===== config.mk =====
export PLATFORM = sky130hd
export DESIGN_NAME = multicycle_control_fsm
export DESIGN_NICKNAME = d
export VERILOG_FILES = /design/src/rtl/ctrl_pkg.sv /design/src/rtl/mem_wait_timer.sv /design/src/rtl/multicycle_control_fsm.sv
export SDC_FILE = /design/constraint.sdc
export NUM_CORES = 1
export LEC_CHECK = 0
export BUFFER_PORTS_ARGS = -buffer_cell sky130_fd_sc_hd__buf_4
export CORE_MARGIN = 5
export CORE_UTILIZATION = 46
export CTS_CLUSTER_DIAMETER = 120
export DETAILED_ROUTE_END_ITERATION = 16
export GPL_TIMING_DRIVEN = 0
export PLACE_DENSITY = 0.81
export SLEW_MARGIN = 20
export SYNTH_ARGS = -nofsm -noshare
export SYNTH_HDL_FRONTEND = slang
export SYNTH_SLANG_ARGS = --single-unit
export TNS_END_PERCENT = 1

===== constraint.sdc =====
create_clock -name clk -period 1.3 [get_ports clk]
set_input_delay 0.13 -clock clk [delete_from_list [all_inputs] [get_ports clk]]
set_output_delay 0.13 -clock clk [all_outputs]
set_load 0.01 [all_outputs]

===== src/rtl/ctrl_pkg.sv =====
// Shared types and encodings for the multicycle controller.
package ctrl_pkg;

    typedef enum logic [3:0] {
        StFetch  = 4'd0,
        StDecode = 4'd1,
        StMemAdr = 4'd2,
        StMemRd  = 4'd3,
        StMemWb  = 4'd4,
        StMemWr  = 4'd5,
        StExecR  = 4'd6,
        StExecI  = 4'd7,
        StAluWb  = 4'd8,
        StBranch = 4'd9,
        StFault  = 4'd15
    } state_e;

    localparam logic [1:0] OP_DP  = 2'b00;
    localparam logic [1:0] OP_MEM = 2'b01;
    localparam logic [1:0] OP_BR  = 2'b10;

    localparam logic [1:0] SRCB_REG  = 2'b00;
    localparam logic [1:0] SRCB_IMM  = 2'b01;
    localparam logic [1:0] SRCB_FOUR = 2'b10;

    localparam logic [1:0] RES_ALUOUT = 2'b00;
    localparam logic [1:0] RES_DATA   = 2'b01;
    localparam logic [1:0] RES_ALU    = 2'b10;

endpackage


===== src/rtl/mem_wait_timer.sv =====
// Counts wait cycles in a memory-handshake state and flags a timeout.
module mem_wait_timer #(
    parameter int unsigned MEM_TIMEOUT = 15,
    parameter int unsigned CNT_W       = 8
) (
    input  logic clk,
    input  logic rst,
    input  logic active,
    input  logic ready,
    output logic timeout
);

    logic [CNT_W-1:0] cnt_q;

    // Count while stalled; any completion or leaving the state clears the count.
    always_ff @(posedge clk) begin
        if (rst || !active || ready) begin
            cnt_q <= '0;
        end else begin
            cnt_q <= cnt_q + 1'b1;
        end
    end

    // Ready on the boundary cycle wins over the timeout.
    assign timeout = active && !ready && (cnt_q == CNT_W'(MEM_TIMEOUT));

endmodule


===== src/rtl/multicycle_control_fsm.sv =====
// Multicycle main controller: sequences fetch/decode/execute/memory/writeback.
module multicycle_control_fsm
    import ctrl_pkg::*;
#(
    parameter bit          USE_MEM_READY = 1'b1,
    parameter int unsigned MEM_TIMEOUT   = 15,
    parameter int unsigned CNT_W         = 8
) (
    input  logic       clk,
    input  logic       rst,
    input  logic [1:0] op,
    input  logic       func5,
    input  logic       func0,
    input  logic       memReady,
    output logic       pcW,
    output logic       irW,
    output logic       regW,
    output logic       memW,
    output logic       adrSrc,
    output logic       aluSrcA,
    output logic [1:0] aluSrcB,
    output logic [1:0] resultSrc,
    output logic       aluOp,
    output logic       branch,
    output logic [1:0] immSrc,
    output logic [1:0] regSrc,
    output logic       fault,
    output logic [3:0] state
);

    state_e state_q;
    state_e dec_state;
    logic   fault_q;
    logic   ready;
    logic   wait_state;
    logic   timeout;

    assign ready      = USE_MEM_READY ? memReady : 1'b1;
    assign wait_state = (state_q == StFetch) || (state_q == StMemRd) || (state_q == StMemWr);

    mem_wait_timer #(
        .MEM_TIMEOUT(MEM_TIMEOUT),
        .CNT_W      (CNT_W)
    ) u_timer (
        .clk    (clk),
        .rst    (rst),
        .active (wait_state),
        .ready  (ready),
        .timeout(timeout)
    );

    // State register and sticky fault flag.
    always_ff @(posedge clk) begin
        if (rst) begin
            state_q <= StFetch;
            fault_q <= 1'b0;
        end else begin
            unique case (state_q)
                StFetch: begin
                    if (ready) begin
                        state_q <= StDecode;
                    end else if (timeout) begin
                        state_q <= StFault;
                        fault_q <= 1'b1;
                    end
                end
                StDecode: begin
                    unique case (op)
                        OP_MEM:  state_q <= StMemAdr;
                        OP_DP:   state_q <= func5 ? StExecI : StExecR;
                        OP_BR:   state_q <= StBranch;
                        default: begin
                            state_q <= StFault;
                            fault_q <= 1'b1;
                        end
                    endcase
                end
                StMemAdr: state_q <= func0 ? StMemRd : StMemWr;
                StMemRd: begin
                    if (ready) begin
                        state_q <= StMemWb;
                    end else if (timeout) begin
                        state_q <= StFault;
                        fault_q <= 1'b1;
                    end
                end
                StMemWb: state_q <= StFetch;
                StMemWr: begin
                    if (ready) begin
                        state_q <= StFetch;
                    end else if (timeout) begin
                        state_q <= StFault;
                        fault_q <= 1'b1;
                    end
                end
                StExecR, StExecI: state_q <= StAluWb;
                StAluWb, StBranch: state_q <= StFetch;
                default: begin
                    state_q <= StFault;
                    fault_q <= 1'b1;
                end
            endcase
        end
    end

    // Moore output decode; reset shows FETCH mux settings with all strobes off.
    always_comb begin
        pcW       = 1'b0;
        irW       = 1'b0;
        regW      = 1'b0;
        memW      = 1'b0;
        adrSrc    = 1'b0;
        aluSrcA   = 1'b0;
        aluSrcB   = SRCB_REG;
        resultSrc = RES_ALUOUT;
        aluOp     = 1'b0;
        branch    = 1'b0;
        dec_state = rst ? StFetch : state_q;
        unique case (dec_state)
            StFetch: begin
                aluSrcA   = 1'b1;
                aluSrcB   = SRCB_FOUR;
                resultSrc = RES_ALU;
                irW       = ready && !rst;
                pcW       = ready && !rst;
            end
            StDecode: begin
                aluSrcA   = 1'b1;
                aluSrcB   = SRCB_FOUR;
                resultSrc = RES_ALU;
            end
            StMemAdr: aluSrcB = SRCB_IMM;
            StMemRd:  adrSrc = 1'b1;
            StMemWb: begin
                resultSrc = RES_DATA;
                regW      = 1'b1;
            end
            StMemWr: begin
                adrSrc = 1'b1;
                memW   = 1'b1;
            end
            StExecR:  aluOp = 1'b1;
            StExecI: begin
                aluSrcB = SRCB_IMM;
                aluOp   = 1'b1;
            end
            StAluWb: begin
                resultSrc = RES_ALUOUT;
                regW      = 1'b1;
            end
            StBranch: begin
                aluSrcB   = SRCB_IMM;
                resultSrc = RES_ALU;
                branch    = 1'b1;
            end
            default: ;
        endcase
    end

    assign immSrc = op;
    assign regSrc = {op == OP_MEM, op == OP_BR};
    assign fault  = fault_q;
    assign state  = state_q;

endmodule

* Word level (Yosys, flattened, before mapping)
Cells that the tools add are included. Widths: inputs -> output; s select.
Storage, ports and cells: logic and storage cells 76, bits in registers 13, bits of input ports 7
Cells by class: $add $sub $neg 1, bitwise gates (word level) 1, eq/ne operators 24, muxes and demuxes 22, reduce and logical (&&, ||, !) cells 25
Operator list (number):
- $eq 4x3->1 const B | 8
- $pmux 4 s7 | 1
- $mux 4 | 5
- $eq 4x2->1 const B | 4
- $eq 4x4->1 const B | 4
- $reduce_or 3->1 | 5
- $pmux 4 s3 | 1
- $mux 1 | 11
- $reduce_or 2->1 | 5
- $add 8x1->8 const B | 1
- $eq 4x1->1 const B | 2
- $eq 8x4->1 const B | 1
- $logic_not 4->1 | 2
- $pmux 2 s2 | 2
- $reduce_or 6->1 | 1
- $logic_or 1x1->1 | 4
- $ne 2x2->1 const B | 2
- $reduce_and 4->1 | 1
- $logic_and 1x1->1 | 3
- $logic_not 1->1 | 3
- $mux 3 | 1
- $pmux 1 s3 | 1
- $eq 2x1->1 const B | 1
- $eq 2x2->1 const B | 1
- 3 further kinds | 3

* Longest topological paths before layout
Gate-level depths: netlist of run 1.
depth in word-level cells 8, mapped depth 6, depth with buffers taken out 6

* By module
From an unflattened synthesis of run 1, not the netlist that was laid out.
Unflattened totals: cells, all modules 129, area total of the unflattened synthesis 973.4 um^2
Modules (own cells, without submodules):
- multicycle_control_fsm | cells each 92, area each 635.6 um^2, seq. area each 100.1 um^2, instances 1
- mem_wait_timer | cells each 37, area each 337.8 um^2, seq. area each 160.2 um^2, instances 1

* Worst setup path after synthesis of run 1
Ideal clock, no wire load.
path type register to output, start reg state_q[3], in the netlist state[3], end out regW, path slack -0.054 ns, required time 1.170 ns, data arrival time 1.224 ns, stages on the path, launching flop included 5, path through dfxtp_1 -> buf_2 -> buf_2 -> xnor2_1 -> nor4_1
Between the ends: longest elaborated chain between the ends 4, elaborated cells on any way between the ends 5, those cells by class 2 x eq/ne; 2 x mux; 1 x reduce/logical
Ends and longest elaborated chain:
- from (decl) | line multicycle_control_fsm.sv:31 | state_e state_q;
- from (signal assigned) | line multicycle_control_fsm.sv:55 | state_q <= StFetch;
- from (signal assigned) | line multicycle_control_fsm.sv:61 | state_q <= StDecode;
- from (signal assigned) | line multicycle_control_fsm.sv:63 | state_q <= StFault;
- $mux 4 * | line multicycle_control_fsm.sv:118 | dec_state = rst ? StFetch : state_q;
- $eq 4x3->1 / $eq 4x4->1 (equally long branches) | line multicycle_control_fsm.sv:119 | unique case (dec_state)
- $reduce_or 2->1 (no line) *
- $mux 1 * | line multicycle_control_fsm.sv:119
- to (decl) | line multicycle_control_fsm.sv:17 | output logic regW,
Every way passes the cells marked *; elsewhere a longest branch is shown, timed or not.

* Final worst setup path of run 1
start reg state_q[2], in the netlist state[2], end out aluSrcB[0]
Between the ends: longest elaborated chain between the ends 4, elaborated cells on any way between the ends 9, those cells by class 4 x eq/ne; 2 x mux; 3 x reduce/logical
Ends and longest elaborated chain:
- $mux 4 * | line multicycle_control_fsm.sv:118
- $eq 4x4->1 (tied with other cells) | line multicycle_control_fsm.sv:119
- $reduce_or 3->1 (no line) / $reduce_or 2->1 (equally long branches)
- $pmux 2 s2 * | line multicycle_control_fsm.sv:119
- to (decl) | line multicycle_control_fsm.sv:21 | output logic [1:0] aluSrcB,
Marked as above.

==> results of run 1 <==
## flip-flops by register name, indices dropped and copies added (netlist names)
register / count
state: 4
u_timer.cnt_q: 8
fault: 1
## area by class of cell
type | count | area (um2)
Inverter | 5 | 18.8
Fill cell | 152 | 556
Tap cell | 27 | 33.8
Timing Repair Buffer | 34 | 270
Clock buffer | 4 | 26.3
Sequential cell | 13 | 270
Buffer | 12 | 113
Multi-Input combinational cell | 94 | 714
## metal layers
metal / routed length [um] / share of wire / up-vias
li1: - / - / 501
met1: 1130 / 0.41 / 483
met2: 1430 / 0.51 / 42
met3: 202 / 0.073 / 2
met4: 10 / 0.0036 / 0
met5: 0 / 0 / -
## power breakdown
| part | switching [mW] | total (mW) | internal, mW |
|---|---|---|---|
| combinational | 0.604 | 1.21 | 0.610 |
| clock | 0.125 | 0.244 | 0.119 |
| sequential | 0.0587 | 0.518 | 0.459 |
## logic make-up after synthesis
logic type | after synthesis | share of synthesized area
and+or+nand+nor | 54 | 0.296
DFF | 13 | 0.266
muxes | 1 | 0.0102
buffers and inverters | 17 | 0.0868
xor gates and xnor gates | 9 | 0.0805
AOI/OAI and AO/OA | 24 | 0.186
adders and majority gates | 6 | 0.0741
## placed cells by master, fill, tap and decap left out, drive strengths merged
cell type,Yosys,layout
nor3,3,3
a32o,1,1
ha,5,5
o21ai,1,1
and3,5,5
o21a,1,1
or4,1,1
or2,2,2
mux2i,1,1
o41ai,1,1
a21o,2,2
o21bai,2,2
a31oi,1,1
maj3,1,1
a21boi,1,1
o211ai,1,1
and4b,1,1
nor4,4,4
nand3,2,2
nand3b,1,1
nand2,10,10
xor2,3,3
inv,5,5
nor2,23,23
a211oi,1,1
buf,9,44
dfxtp,13,13
a221oi,3,3
xnor2,6,6
o22ai,2,2
a21oi,7,7
clkbuf,3,6
nand2b,2,2
## metrics by stage
stage / setup WS [ns] / instances / hold WS (ns) / util
after detailed placement: -0.176 / 177 / 0.383 / 0.604
after global routing: -0.297 / 189 / 0.0977 / 0.723
final: -0.252 / 189 / 0.119 / 0.723
after CTS: -0.234 / 189 / 0.0979 / 0.706
after global placement: -0.142 / 177 / 0.382 / 0.604
after floorplan: -0.0544 / 124 / 0.230 / -
## timing repair
item                       in CTS  in global routing
pin swaps                       3                  3
setup endpoints to repair      24                 23
hold buffers                    0                  0
buffers inserted                8                  0
gates resized for setup        35                  6
## worst min path at each step
stage               start                  to  slack [ns]  depth (start not counted)
finish                rst  fault$_SDFFE_PP0P_        0.12                          2
global route          rst  fault$_SDFFE_PP0P_         0.1                          2
CTS                   rst  fault$_SDFFE_PP0P_         0.1                          2
detailed placement    rst  fault$_SDFFE_PP0P_        0.38                          2
global placement      rst  fault$_SDFFE_PP0P_        0.38                          2
floorplan             rst  fault$_SDFFE_PP0P_        0.23                          1
==> impl_metrics.py, run 1 <==
metrics = {
    "status": {
        "outcome": "finished with violations",
        "failed_checks": "negative setup slack",
    },
    "setup_path": {
        "worstSetupStartpointType": "flop",
        "regToRegSetupSlack_ns": -0.11,
        "r2r-start": "state[2]$_SDFF_PP0_",
        "endpoint": "aluSrcB[0]",
        "cp_num_buf_inv": 2,
        "crit_required_ns": 1.17,
        "max_stage_delay_ns": 0.34,
        "crit_type": "flop to output port",
        "end_kind": "output port",
        "slowest_stage": "dfxtp_2",
        "crit_cells": 5,
        "cp-startpoint": "state[2]$_SDFF_PP0_",
        "path_cells": "buf_6 -> xnor2_1 -> nand3b_1 -> a21oi_1 -> buf_4",
        "worstPathArrival_ns": 1.42,
        "r2r_end": "state[2]$_SDFF_PP0_",
        "reg2reg_depth": 5,
        "cpLargestDelayFamily": "flip-flops",
        "path_max_fanout": 5,
    },
    "cells_and_area": {
        "layout.nets": 175,
        "antennaDiodeCount": 0,
        "drive_gt1_frac": 0.451,
        "syn_to_final_growth_pct": 47.6,
        "fin_area_um2": 1450,
    },
    "synthesis": {
        "synth_top_cells_by_count": "nor2_1 (22), dfxtp_1 (13), nand2_1 (9), a21oi_1 (7), xnor2_1 (6)",
        "synth_cells": 124,
        "synth_area_leader_cell": "dfxtp_1",
        "syn-num-nets": 136,
        "synth-seq-cells": 13,
        "ys_warn_count": 0,
        "synth_edf_count": 0,
        "yosysSeqAreaShare": 0.266,
        "synth_area_leaders": "dfxtp_1 (27%), nor2_1 (8.4%), ha_1 (6.4%)",
        "synth_ff_type": "dfxtp_1",
        "netlist_area_um2": 980,
        "yosysMostFrequentCell": "nor2_1",
        "synth_top_area_share": 0.266,
        "async_flop_share": 0,
        "ys_types": 40,
        "avgSynthCellArea_um2": 7.90,
    },
    "floorplanning": {
        "die-width_um": 56.2,
        "rows": 16,
        "ios": 28,
        "die_height_um": 56.2,
        "start_util": 0.489,
        "core_um2": 2000,
        "die_area_um2": 3150,
    },
    "drt": {
        "vias_per_cell": 5.44,
        "avgRoutedWirePerCell_um": 14.7,
        "wl_mm": 2.78,
        "postRouteAntennaNets": 0,
        "drt_pass1_iterations": 4,
        "num_vias": 1028,
        "first_iter_violations": 28,
        "drcViolationCount": 0,
    },
    "timing": {
        "rsz0062_at_grt": "yes",
        "final-hold-violation-count": 0,
        "setup_ws_ns": -0.252,
        "drv_slew": 0,
        "tightest_slew_ns": 0.536,
        "maxSlewHeadroom": 0.643,
        "setup_tns_ns": -2.31,
        "post-route-min-period_ns": 1.55,
        "finalCritPeriodShare": 1.19,
        "clock.fmax_mhz": 644,
        "clock_skew_ns": 0.00449,
        "setup_viol": 18,
    },
    "clock_network": {
        "cts.htree.levels": 1,
        "cts_buffer_depth": 2,
        "cts.sinks": 13,
        "insertion_delay_ns": 0.27,
        "clockRootBuffer": "clkbuf_4",
        "cts_made_buffers": 3,
        "cts_tree": "yes",
        "clkTransAtPathRegs_ns": 0.08,
    },
    "place": {
        "dp_hpwl_mm": 1.86,
        "io_buffers": 26,
        "placed_cell_area_um2": 1210,
        "place_congestion": 0.903,
    },
    "run": {
        "drv_cap": 0,
    },
    "global_route": {
        "antenna_found_initial": 0,
        "grt_overflow_total": 0,
        "grt_use_met3": 0.0580,
        "grt_pass1_wl_mm": 4.55,
        "grt_busiest_layer": "met2",
        "track_usage": 0.176,
        "grt_pass1_vias": 1039,
        "grtUsageMet1": 0.211,
        "grt_max_degree": 11,
        "met2_usage": 0.309,
    },
    "power_and_ir_drop": {
        "vdd_drop_max_mv": 0.934,
        "power_density_nw_per_um2": 1370,
        "p_leak_nw": 0.631,
        "p_total_mw": 1.98,
    },
    "hold_path": {
        "worstHoldPathType": "input port to flop",
    },
}
(Power assumes the default switching activity.)
==> run 2, diff against run 1 <==
--- a/config.mk
+++ b/config.mk
@@ -5,15 +5,16 @@
 export SDC_FILE = /design/constraint.sdc
 export NUM_CORES = 1
 export LEC_CHECK = 0
-export BUFFER_PORTS_ARGS = -buffer_cell sky130_fd_sc_hd__buf_4
 export CORE_MARGIN = 5
-export CORE_UTILIZATION = 46
+export CORE_UTILIZATION = 53
 export CTS_CLUSTER_DIAMETER = 120
 export DETAILED_ROUTE_END_ITERATION = 16
+export DONT_BUFFER_PORTS = 1
 export GPL_TIMING_DRIVEN = 0
-export PLACE_DENSITY = 0.81
+export PLACE_DENSITY = 0.77
 export SLEW_MARGIN = 20
 export SYNTH_ARGS = -nofsm -noshare
 export SYNTH_HDL_FRONTEND = slang
+export SYNTH_HIERARCHICAL = 1
 export SYNTH_SLANG_ARGS = --single-unit
 export TNS_END_PERCENT = 1
==> run 2 against run 1 <==
The flow still finishes with violations (negative setup slack). Highest routed layer unchanged. Synthesized cell count is 4.0% higher. Largest power group unchanged. Critical path type is now flop to flop. Critical path depth is 3 higher. Clock skew is 0.0040 ns higher.
==> impl_metrics.py, run 2 <==
metrics = {
    "power_and_ir_drop": {
        "p_sw_mw": 1.14,
        "pwr-share-seq": 0.252,
        "share_comb_of_total_power": 0.652,
        "p_leak_nw": 0.465,
        "p_clk_frac": 0.096,
        "p_sw_frac": 0.447,
        "vdd_drop_max_mv": 1.31,
        "power_density_nw_per_um2": 1950,
        "power.internal_mw": 1.41,
    },
    "synthesis": {
        "synthMuxAreaShare": 0,
        "synth-compound-area-share": 0.215,
        "synth_area_leaders": "dfxtp_1 (27%), ha_1 (9.0%), o21ai_0 (5.1%)",
        "synthAdderAreaFrac": 0.0900,
        "synth_cells": 129,
        "synth_area_leader_cell": "dfxtp_1",
        "synth_edf_count": 0,
        "syn-num-nets": 143,
        "synth-seq-cells": 13,
        "synth_top_area_share": 0.267,
        "synth_top_cells_by_count": "dfxtp_1 (13), nand2_1 (12), nor2_1 (12), o21ai_0 (10), ha_1 (7)",
        "ys_types": 41,
        "synth-xor-area-share": 0.0450,
        "yosysSeqAreaShare": 0.267,
        "async_flop_share": 0,
        "avgSynthCellArea_um2": 7.55,
        "yosysMostFrequentCell": "dfxtp_1",
        "synth_top_family_by_area": "simple AND/OR/NAND/NOR gates",
        "netlist_area_um2": 973,
        "ys_warn_count": 6,
        "synth_ff_type": "dfxtp_1",
        "synthSimpleGateAreaFrac": 0.293,
    },
    "drt": {
        "postRouteAntennaNets": 0,
        "wl_mm": 2.87,
        "avgRoutedWirePerCell_um": 17.3,
        "vias_per_cell": 6.07,
        "first_iter_violations": 27,
        "drcViolationCount": 0,
        "drt_pass1_iterations": 4,
        "num_vias": 1008,
    },
    "cells_and_area": {
        "layout_commonest_cell": "buf_4",
        "largest_register_ff_count": 8,
        "drive_gt1_frac": 0.369,
        "final-seq-area_um2": 273,
        "fillerInstances": 139,
        "layout.nets": 156,
        "utilization": 0.749,
        "fin_cells": 166,
        "syn_to_final_growth_pct": 34.3,
        "regMostFlops": "u_timer/cnt_q",
        "antennaDiodeCount": 0,
        "multi_input_comb_area_um2": 793,
        "layout_common_cells": "buf_4 (13), nand2_1 (11), dfxtp_1 (9)",
    },
    "status": {
        "outcome": "finished with violations",
        "failed_checks": "negative setup slack",
    },
    "timing": {
        "post-route-min-period_ns": 2.10,
        "rsz0062_at_grt": "yes",
        "tightest_slew_ns": 0.713,
        "final-hold-violation-count": 0,
        "clock.fmax_mhz": 475,
        "setup_tns_ns": -10.17,
        "whs_ns": 0.0462,
        "setup_viol": 25,
        "maxSlewHeadroom": 0.525,
        "clock_skew_ns": 0.00851,
        "setup_ws_ns": -0.803,
        "drv_slew": 0,
        "finalCritPeriodShare": 1.62,
    },
    "setup_path": {
        "worstSetupStartpointType": "flop",
        "worstPathArrival_ns": 2.33,
        "max_stage_delay_ns": 0.39,
        "crit_required_ns": 1.53,
        "path_max_fanout": 4,
        "slowest_stage": "or4_1",
        "crit_type": "flop to flop",
        "reg2reg_depth": 8,
        "regToRegSetupSlack_ns": -0.80,
        "r2r-start": "state[2]$_SDFF_PP0_",
        "path_cells": "buf_8 -> xnor2_4 -> a211oi_4 -> buf_4 -> or3b_4 -> buf_6 -> or4_1 -> nand2_1",
        "r2r_end": "u_timer/cnt_q[7]$_SDFF_PP0_",
        "end_kind": "flop",
    },
    "run": {
        "drv_cap": 0,
    },
    "place": {
        "place_ws_ns": -0.871,
        "place_congestion": 0.846,
        "io_buffers": 0,
        "dp_cells": 154,
        "dp_hpwl_mm": 1.79,
    },
    "clock_network": {
        "cts_made_buffers": 3,
        "clockRootBuffer": "clkbuf_4",
        "cts.sinks": 13,
        "hold_buffers": 0,
        "cts_tree": "yes",
        "cts.htree.levels": 1,
        "clkTransAtPathRegs_ns": 0.08,
        "cts_buffer_depth": 2,
        "insertion_delay_ns": 0.28,
    },
    "global_route": {
        "antenna_found_initial": 0,
        "track_usage": 0.239,
        "grt_pass1_wl_mm": 4.88,
        "grt_overflow_total": 0,
        "grt_pass1_vias": 1013,
        "grt_max_degree": 11,
    },
    "hold_path": {
        "worstHoldPathType": "input port to flop",
        "hold_depth": 3,
        "hold_end": "state[1]$_SDFF_PP0_",
        "worstHoldStart": "memReady",
    },
    "floorplanning": {
        "die-width_um": 52.9,
        "core_um2": 1750,
        "rows": 15,
        "ios": 28,
        "start_util": 0.558,
        "die_area_um2": 2790,
        "die_height_um": 52.9,
    },
}
run 2: cell types whose count changed in the layout (fill, tap and decap cells not counted), moves of 5 or more:
cell,change
o21ai_1,+5
buf_4,-20
o21ai_0,+6
nor2_1,-13
buf_6,-8
and3_1,-5
run 2: area by class of cell:
cell class | count | area share
inverters | 6 | 0.0172
plain buffers | 12 | 0.0775
repair buffers | 8 | 0.0459
flip-flops and latches | 13 | 0.209
well taps | 25 | 0.0239
clock buffers | 4 | 0.0201
multi-input cells | 98 | 0.607
run 2: power by group through the flow:
stage / clock, mW / combinational [mW] / sequential, mW
after CTS: 0.252 / 1.48 / 0.625
final: 0.246 / 1.66 / 0.641
after floorplan: 0 / 0.914 / 0.590
after global placement: 0 / 1.07 / 0.613
after global routing: 0.283 / 1.78 / 0.657
after detailed placement: 0 / 1.09 / 0.614
run 2: worst max path at each step:
stage,start,depth (start not counted),slack [ns],to
floorplan,state[2]$_SDFF_PP0_,7,-0.68,u_timer/cnt_q[7]$_SDFF_PP0_
finish,state[2]$_SDFF_PP0_,8,-0.80,u_timer/cnt_q[7]$_SDFF_PP0_
detailed placement,state[3]$_SDFF_PP0_,7,-0.87,state[2]$_SDFF_PP0_
CTS,state[2]$_SDFF_PP0_,7,-0.67,u_timer/cnt_q[7]$_SDFF_PP0_
global placement,state[3]$_SDFF_PP0_,7,-0.87,state[2]$_SDFF_PP0_
global route,state[2]$_SDFF_PP0_,8,-0.86,u_timer/cnt_q[7]$_SDFF_PP0_
run 2: cell families (layout without fill, tap and decap cells):
group	count (synthesis)	in the layout
xor gates and xnor gates	5	5
buffers and inverters	18	30
adders and majority gates	7	7
and+or+nand+nor	54	54
AOI/OAI and AO/OA	32	32
DFF	13	13
run 2: metrics by stage:
step / power [mW] / cell area [um2]
final: 2.55 / 1310
after CTS: 2.35 / 1260
after floorplan: 1.50 / 1020
after global routing: 2.72 / 1310
after detailed placement: 1.70 / 1050
after global placement: 1.69 / 1050
run 2: repair_timing:
item,CTS,global route
setup endpoints to repair,25,25
pin swaps,5,3
buffers inserted,6,2
resized for setup,36,8
run 2: layer usage:
layer | GRT usage | vias to the layer above | routed length (um)
met3 | 0.0817 | 2 | 262
met4 | 0.0638 | 0 | 7
li1 | - | 485 | -
met5 | 0 | - | 0
met2 | 0.370 | 46 | 1400
met1 | 0.313 | 475 | 1200
run 2: worst max-delay path, delay by kind of cell, from the launching register on:
kind	cells	cell delay (ns)
flip-flops	1	0.37
XOR/XNOR	1	0.15
AND/OR/NAND/NOR	3	0.83
AO/OA/AOI/OAI	1	0.30
buffers and inverters	3	0.40
==> run 3, diff against run 2 <==
--- a/config.mk
+++ b/config.mk
@@ -5,14 +5,13 @@
 export SDC_FILE = /design/constraint.sdc
 export NUM_CORES = 1
 export LEC_CHECK = 0
-export CORE_MARGIN = 5
+export ABC_AREA = 1
 export CORE_UTILIZATION = 53
 export CTS_CLUSTER_DIAMETER = 120
 export DETAILED_ROUTE_END_ITERATION = 16
 export DONT_BUFFER_PORTS = 1
 export GPL_TIMING_DRIVEN = 0
 export PLACE_DENSITY = 0.77
-export SLEW_MARGIN = 20
 export SYNTH_ARGS = -nofsm -noshare
 export SYNTH_HDL_FRONTEND = slang
 export SYNTH_HIERARCHICAL = 1
==> run 3 against run 2 <==
The run still ends with negative setup slack left. First-iteration DRC count grew 78%. Sequential share of layout area grew 0.56 points. Total power shrank 3.1%. Critical path type unchanged. Sequential power shrank 2%. Synthesized cell count grew 17%. Fmax grew 26%. Final cell count grew 17%. Area after synthesis grew 3.2%. Largest power group unchanged.
==> impl_metrics.py, run 3 <==
metrics = {
    "status": {
        "outcome": "finished with violations",
        "failed_checks": "negative setup slack",
    },
    "cells_and_area": {
        "layout_commonest_cell": "nand2_1",
        "drive_gt1_frac": 0.402,
        "multi_input_comb_area_um2": 727,
        "antennaDiodeCount": 0,
        "fillerInstances": 153,
        "final-seq-area_um2": 275,
        "syn_to_final_growth_pct": 27.9,
        "largest_register_ff_count": 8,
        "layout_common_cells": "nand2_1 (23), nor2_1 (22), buf_4 (15)",
        "layout.nets": 184,
        "regMostFlops": "u_timer/cnt_q",
    },
    "synthesis": {
        "synth_top_family_by_area": "simple AND/OR/NAND/NOR gates",
        "netlist_area_um2": 1000,
        "synth_cells": 151,
        "synthAdderAreaFrac": 0.0872,
        "synth-seq-cells": 13,
        "synth_ff_type": "dfxtp_1",
        "ys_types": 26,
        "syn-num-nets": 165,
        "synthSimpleGateAreaFrac": 0.426,
        "synth_area_leader_cell": "dfxtp_1",
        "synth-xor-area-share": 0,
        "ys_warn_count": 6,
        "synth_top_area_share": 0.259,
        "synthMuxAreaShare": 0,
        "synth_top_cells_by_count": "nor2_1 (27), nand2_1 (25), a21oi_1 (15), dfxtp_1 (13), inv_1 (11)",
        "yosysMostFrequentCell": "nor2_1",
        "synth-compound-area-share": 0.126,
        "synth_edf_count": 0,
        "yosysSeqAreaShare": 0.259,
        "synth_area_leaders": "dfxtp_1 (26%), nor2_1 (10%), nand2_1 (9.3%)",
        "async_flop_share": 0,
        "avgSynthCellArea_um2": 6.65,
    },
    "setup_path": {
        "crit_cells": 12,
        "crit_type": "flop to flop",
        "worstPathArrival_ns": 1.89,
        "slowest_stage": "dfxtp_4",
        "cp_num_buf_inv": 3,
        "reg2reg_depth": 12,
        "worstSetupStartpointType": "flop",
        "path_max_fanout": 5,
        "end_kind": "flop",
        "path_cells": "buf_6 -> nor2_2 -> nand2_2 -> nand3_4 -> inv_4 -> nor2_4 -> nand2_2 -> nor2_4 -> inv_4 -> a21oi_1 -> nand2_1 -> a21oi_2",
        "crit_required_ns": 1.52,
        "cpLargestDelayFamily": "simple AND/OR/NAND/NOR gates",
        "max_stage_delay_ns": 0.36,
    },
    "drt": {
        "vias_per_cell": 5.57,
        "postRouteAntennaNets": 0,
        "num_vias": 1081,
        "wl_mm": 2.71,
        "avgRoutedWirePerCell_um": 14.0,
        "first_iter_violations": 48,
        "drt_pass1_iterations": 4,
        "drcViolationCount": 0,
    },
    "timing": {
        "tightest_slew_ns": 0.383,
        "setup_ws_ns": -0.369,
        "finalCritPeriodShare": 1.28,
        "setup_viol": 23,
        "drv_slew": 0,
        "rsz0062_at_grt": "yes",
        "clock_skew_ns": 0.00878,
        "setup_tns_ns": -4.34,
        "clock.fmax_mhz": 599,
        "final-hold-violation-count": 0,
        "post-route-min-period_ns": 1.67,
        "maxSlewHeadroom": 0.742,
    },
    "global_route": {
        "grt_pass1_wl_mm": 3.93,
        "grt_overflow_total": 0,
        "grt_max_degree": 11,
        "track_usage": 0.262,
        "antenna_found_initial": 0,
        "grt_pass1_vias": 975,
    },
    "power_and_ir_drop": {
        "p_total_mw": 2.47,
        "p_clk_frac": 0.102,
        "share_comb_of_total_power": 0.643,
        "vdd_drop_max_mv": 1.21,
        "p_sw_frac": 0.495,
        "power_density_nw_per_um2": 1920,
        "p_leak_nw": 0.542,
        "pwr-share-seq": 0.255,
        "power.internal_mw": 1.25,
        "p_sw_mw": 1.22,
    },
    "clock_network": {
        "insertion_delay_ns": 0.28,
        "clkTransAtPathRegs_ns": 0.08,
        "clockRootBuffer": "clkbuf_4",
        "cts_made_buffers": 3,
        "cts_tree": "yes",
        "cts.sinks": 13,
        "cts.htree.levels": 1,
        "cts_buffer_depth": 2,
    },
    "floorplanning": {
        "rows": 15,
        "die_height_um": 45.5,
        "start_util": 0.576,
        "core_um2": 1750,
        "die-width_um": 45.5,
        "ios": 28,
        "die_area_um2": 2070,
    },
    "place": {
        "io_buffers": 0,
        "place_congestion": 0.906,
        "place_ws_ns": -0.441,
        "dp_hpwl_mm": 1.65,
    },
    "hold_path": {
        "hold_depth": 3,
        "worstHoldPathType": "input port to flop",
    },
    "run": {
        "drv_cap": 0,
    },
}
-- run 3: cell count changes after synthesis, sizes merged, moves of 3 or more --
| cell | before | now |
|---|---|---|
| nand3 | 4 | 9 |
| nor2 | 12 | 36 |
| buf | 9 | 5 |
| o21ai | 14 | 7 |
| nand2 | 12 | 31 |
| clkbuf | 3 | 0 |
| inv | 6 | 17 |
| a21oi | 6 | 15 |
| xnor2 | 3 | 0 |
| nor4 | 4 | 0 |
-- run 3: cell type report --
cell class,instances,share of cell area
multi-input combinational,115,0.566
buffer,5,0.0302
timing repair buffer,14,0.0857
clock buffer,3,0.0175
clock inverter,1,0.00389
inverter,18,0.0584
sequential,13,0.214
tap,25,0.0243
-- run 3: worst paths after layout --
| path | from | end | slack (ns) |
|---|---|---|---|
| worst min-delay path | memReady | state[2]$_SDFF_PP0_ | 0.02 |
| worst max register to register | state[0]$_SDFF_PP0_ | state[1]$_SDFF_PP0_ | -0.37 |
| worst max-delay path | state[0]$_SDFF_PP0_ | state[1]$_SDFF_PP0_ | -0.37 |
| worst min register to register | u_timer/cnt_q[0]$_SDFF_PP0_ | u_timer/cnt_q[0]$_SDFF_PP0_ | 0.48 |
-- run 3: power groups by stage --
stage	clock [mW]	sequential [mW]	combinational [mW]
6_report	0.252	0.628	1.59
5_1_grt	0.279	0.643	1.72
4_1_cts	0.263	0.613	1.32
3_5_place_dp	0	0.614	1.00
3_3_place_gp	0	0.612	0.983
2_1_floorplan	0	0.593	0.854
-- run 3: kinds of logic (layout without fill, tap and decap cells) --
logic type,Yosys count,count (layout)
compound gates,24,24
flops,13,13
fa+ha+maj,7,7
simple gates,84,84
buf+inv,23,41
-- run 3: per-layer routing --
layer	vias up	wire length, um	GRT usage
met3	6	258	0.0913
met1	498	1090	0.308
met4	0	44	0.0727
met5	-	0	0
met2	57	1320	0.446
li1	520	-	-
-- run 3: stage by stage --
stage / utilization / instances / instance area [um2] / hold WS, ns
2_1_floorplan: - / 151 / 1010 / 0.287
3_3_place_gp: 0.599 / 176 / 1040 / 0.298
3_5_place_dp: 0.599 / 176 / 1040 / 0.301
4_1_cts: 0.686 / 191 / 1200 / 0.00458
5_1_grt: 0.736 / 194 / 1280 / 0.00811
6_report: 0.736 / 194 / 1280 / 0.0165
-- run 3: what timing repair did --
item | CTS | global route
hold buffers | 2 | 0
cloned | 0 | 0
setup endpoints to repair | 24 | 25
gates resized for setup | 12 | 20
setup buffers | 9 | 3
hold endpoints to repair | 3 | 0
pin swaps | 18 | 13
-- run 3: tightest hold or removal path, stage by stage --
cell and delay [ns]:
a21oi_2 0.02, nand2_1 0.07, a21oi_2 0.05
